**src/rtl/sq_drain.sv**
```systemverilog
// sq_drain: store-queue drain, moves committed stores from the SQ head to
// data memory in program order through a req/ack write, then pops the head.
//
// Ports:
//   clk, rst             rising-edge clock, async active-high reset
//   commit               one-cycle pulse per store committed by the ROB
//   head_valid_entry     SQ head entry allocated
//   head_valid_data      SQ head addr/data written
//   head_pc/addr/data    SQ head store fields
//   mem_req/addr/wdata   write request to data memory (registered)
//   mem_ack              memory accepted the write (only looked at in REQ)
//   del                  one-cycle pop strobe to the SQ head
//   retired_pc           PC of the last drained store
//   pending              committed-but-undrained store count
//   busy                 a store is in flight
//   ovf                  sticky: commit arrived with pending saturated
module sq_drain #(
    parameter int ADDR_W = 8,
    parameter int DATA_W = 32,
    parameter int PC_W   = 32,
    parameter int CNT_W  = 6
) (
    input  logic              clk,
    input  logic              rst,
    input  logic              commit,
    input  logic              head_valid_entry,
    input  logic              head_valid_data,
    input  logic [PC_W-1:0]   head_pc,
    input  logic [ADDR_W-1:0] head_addr,
    input  logic [DATA_W-1:0] head_data,
    output logic              mem_req,
    output logic [ADDR_W-1:0] mem_addr,
    output logic [DATA_W-1:0] mem_wdata,
    input  logic              mem_ack,
    output logic              del,
    output logic [PC_W-1:0]   retired_pc,
    output logic [CNT_W-1:0]  pending,
    output logic              busy,
    output logic              ovf
);

    typedef enum logic [1:0] {
        IDLE,
        REQ,
        RETIRE
    } state_t;

    localparam logic [CNT_W-1:0] CNT_MAX = '1;
    localparam logic [CNT_W-1:0] CNT_ONE = CNT_W'(1);

    state_t             state;
    state_t             state_n;
    logic [PC_W-1:0]    pc_hold;
    logic               start;
    logic               retire;
    logic [CNT_W-1:0]   pending_n;
    logic               ovf_set;

    assign retire = (state == RETIRE);

    always_comb begin
        state_n = state;
        start   = 1'b0;
        unique case (state)
            IDLE: begin
                if (pending != '0 && head_valid_entry && head_valid_data) begin
                    state_n = REQ;
                    start   = 1'b1;
                end
            end
            REQ: begin
                if (mem_ack) begin
                    state_n = RETIRE;
                end
            end
            RETIRE: begin
                state_n = IDLE;
            end
            default: begin
                state_n = IDLE;
            end
        endcase
    end

    // A commit that coincides with a retire cancels out; a commit that
    // would wrap the counter is dropped and flagged instead.
    always_comb begin
        pending_n = pending;
        ovf_set   = 1'b0;
        if (commit && !retire) begin
            if (pending == CNT_MAX) begin
                ovf_set = 1'b1;
            end else begin
                pending_n = pending + CNT_ONE;
            end
        end else if (!commit && retire) begin
            pending_n = pending - CNT_ONE;
        end
    end

    // Strobes are decoded from the next state so they are true flops.
    always_ff @(posedge clk or posedge rst) begin
        if (rst) begin
            state      <= IDLE;
            pending    <= '0;
            ovf        <= 1'b0;
            mem_req    <= 1'b0;
            del        <= 1'b0;
            busy       <= 1'b0;
            mem_addr   <= '0;
            mem_wdata  <= '0;
            pc_hold    <= '0;
            retired_pc <= '0;
        end else begin
            state   <= state_n;
            pending <= pending_n;
            ovf     <= ovf | ovf_set;
            mem_req <= (state_n == REQ);
            del     <= (state_n == RETIRE);
            busy    <= (state_n != IDLE);
            if (start) begin
                mem_addr  <= head_addr;
                mem_wdata <= head_data;
                pc_hold   <= head_pc;
            end
            if (retire) begin
                retired_pc <= pc_hold;
            end
        end
    end

endmodule

```
**config.mk**
```make
export PLATFORM = sky130hd
export DESIGN_NAME = sq_drain
export DESIGN_NICKNAME = d
export VERILOG_FILES = /design/src/rtl/sq_drain.sv
export SDC_FILE = /design/constraint.sdc
export NUM_CORES = 1
export LEC_CHECK = 0
export BUFFER_PORTS_ARGS = -buffer_cell sky130_fd_sc_hd__buf_2
export CORE_UTILIZATION = 40
export DETAILED_ROUTE_END_ITERATION = 8
export PLACE_DENSITY_LB_ADDON = 0.12
export SYNTH_ARGS = -nofsm -noshare
export SYNTH_HDL_FRONTEND = slang
export SYNTH_SLANG_ARGS = --single-unit
```
**constraint.sdc**
```tcl
create_clock -name clk -period 7.5 [get_ports clk]
set_clock_uncertainty 0.05 [all_clocks]
set_input_delay 1.875 -clock clk [delete_from_list [all_inputs] [get_ports clk]]
set_output_delay 1.875 -clock clk [all_outputs]
set_load 0.005 [all_outputs]
```
==> results_dict.tcl <==
set metrics [dict create \
    hp-class "flip-flop to flip-flop" \
    hpwl_um 6670 \
    ctsRootBufferMaster "clkbuf_16" \
    cts_inserted_buffers 17 \
    maxCapViolCount 0 \
    whs_path_depth 2 \
    multi_input_area_um2 1730 \
    min_period_ns 3.56 \
    busiest_layer "met2" \
    yosys_warnings 0 \
    power_leakage_nw 3.23 \
    fin_crit_sh_pct 47.5 \
    yosysUniqueCellTypes 32 \
    grt_antenna_before_repair 0 \
    area_growth_pct 32.0 \
    slew_violations 0 \
    hold-path-endpoint "retired_pc[11]" \
    layout_commonest_cell "buf_2" \
    clk_latency_ns 0.40 \
    yosysSeqAreaShare_pct 61.2 \
    rsz0062_at_grt "false" \
    grtUsageMet3_pct 5.58 \
    wirelength_um 9930 \
    ff2ff_path_depth 6 \
    ff2ff_setup_slack_ns 4.91 \
    fin_util_pct 54.6 \
    ant_nets 0 \
    ios 160 \
    status "complete, no violations" \
    die_area_um2 12300 \
    holdBufCountCts 0 \
    cpPeakStageDelay_ns 0.68 \
    grt_usage_pct 17.2 \
    arrival_ns 3.79 \
    cp-end-kind "flip-flop" \
    drtIter0Drc 114 \
    hp-start "pc_hold[11]" \
    rows 39 \
    synthCells 353 \
    cts_tree "yes" \
    io_buffers 159 \
    num_vias 3207 \
    start_util_pct 41.3 \
    path_clk_slew_ns 0.05 \
    fmax_mhz 281 \
    slowest_stage "buf_4" \
    clk_path_buf_depth 2 \
    die_h_um 111 \
    whs_ns 0.409 \
    power_density_nw_per_um2 395 \
    rr_startpoint "state[0]" \
    met2_usage_pct 26.6 \
    htree_levels 4 \
    cp_max_fo 43 \
    layout.nets 603 \
    fillers 1001 \
    worstMarginPinSlew_ns 0.745 \
    use_met1_pct 21.9 \
    critPathBufInv 3 \
    r2r_end "pc_hold[18]" \
    wl_per_cell_um 14.7 \
    synth_nets 436 \
    start_kind "primary input" \
    regArea_um2 2900 \
    antenna_cells 0 \
    finalSetupTns_ns 0 \
    crit_required_ns 7.73 \
    drive_gt1_share_pct 51.6 \
    avgSynthCellArea_um2 13.4 \
    core_um2 11500 \
    setup_viol 0 \
    gp_congestion 0.766 \
    crit_chain "buf_2, nand3_1, a21oi_4, buf_4, buf_4, mux2_2" \
    hold_violations 0 \
    relSlewSlack_pct 50.3 \
    ys_seq_elements 116 \
    avgViaCountPerCell 4.74 \
    grt_first_pass_wirelength_um 16500 \
    drcViolationCount 0 \
    critPathKind "primary input to flip-flop" \
    grt_pass1_vias 3251 \
    cts_setup_buffers 0 \
    total_power_mw 2.47 \
    grt_max_degree 62 \
    max-vdd-ir-drop_mv 0.171 \
    cp_common_cell "buf_4" \
    firstDrtPassIters 5 \
    die-width_um 111 \
    cpLargestDelayFamily "buffers and inverters" \
    postLayoutSetupSlackWorst_ns 3.94 \
    post-place-ws_ns 3.53 \
    clkSinkCount 116 \
    final_cell_mix "buf_2, dfrtp_1, nand2_1" \
    grt-ovfl-total 0 \
    cts_resized 0 \
    synth_area_um2 4740 \
]
-- cells in the mapped netlist (all sizes together) --
cell    instances  area share, %
a211oi          2           0.32
a21o            2           0.32
a21oi           3           0.32
a31o            1           0.18
and3            1           0.13
and4b           1           0.21
buf             9            1.8
clkbuf          7           0.55
dfrtp         116             61
fa              1           0.42
ha              4            1.1
inv             3           0.24
mux2           76             22
nand2          99            7.8
nand2b          3           0.40
nand3           1           0.11
nand4           2           0.26
nor2            6           0.48
nor2b           1           0.13
nor3            2           0.21
nor4            1           0.13
o2111a          1           0.24
o21a            1           0.16
o21ai           3           0.32
o21bai          2           0.32
or2             1           0.13
xnor2           2           0.37
xor2            2           0.37
-- per-stage QoR --
step                instance area (um^2)  instances
floorplan                           4740        353
global placement                    5660        644
detailed placement                  5660        644
CTS                                 6260        676
global route                        6260        676
finish                              6260        676
-- cells by family (layout without fill, tap and decap cells) --
group,after synthesis,after routing,synth area share [%]
AOI/OAI and AO/OA,15,15,2.16
xor gates and xnor gates,4,4,0.739
adders and majority gates,5,5,1.48
buffers and inverters,19,199,2.59
DFF,116,116,61.2
muxes,76,76,21.8
and+or+nand+nor,118,118,10.0
-- state kept, by name (all words and copies together), names as in the netlist --
register	cells
pending	6
mem_req	1
del	1
state	2
ovf	1
retired_pc	32
busy	1
mem_wdata	32
mem_addr	8
pc_hold	32
-- worst max-delay path by stage --
stage,from,endpoint,slack (ns),depth (start not counted)
after floorplan,rst,busy,2.50,1
after global placement,head_valid_data,pc_hold[18],3.55,6
after detailed placement,head_valid_data,pc_hold[13],3.53,6
after CTS,head_valid_data,pc_hold[13],3.95,6
after global routing,head_valid_data,pc_hold[18],3.85,6
final,head_valid_data,pc_hold[18],3.94,6
-- power by group --
group          switching [mW]  internal (mW)
combinational           0.270          0.390
clock                   0.268          0.531
sequential              0.144          0.867
-- tightest hold or removal path, stage by stage (launching register included) --
cell	delay, ns
dfrtp_1	0.33
nand2_1	0.05
nand2_1	0.05
-- final cells by class --
cell class | count | share of cell area, %
Multi-Input combinational cell | 218 | 27.6
Sequential cell | 116 | 46.4
Clock buffer | 24 | 8.02
Clock inverter | 8 | 1.56
Inverter | 3 | 0.220
Tap cell | 143 | 2.86
Timing Repair Buffer | 164 | 13.3
-- layer usage --
metal	vias up	share of wire (%)
met5	-	0
met4	0	1.3
met3	15	6.2
met2	100	48
met1	1579	45
li1	1513	-
Note: power is estimated with default switching activity, not from simulation.
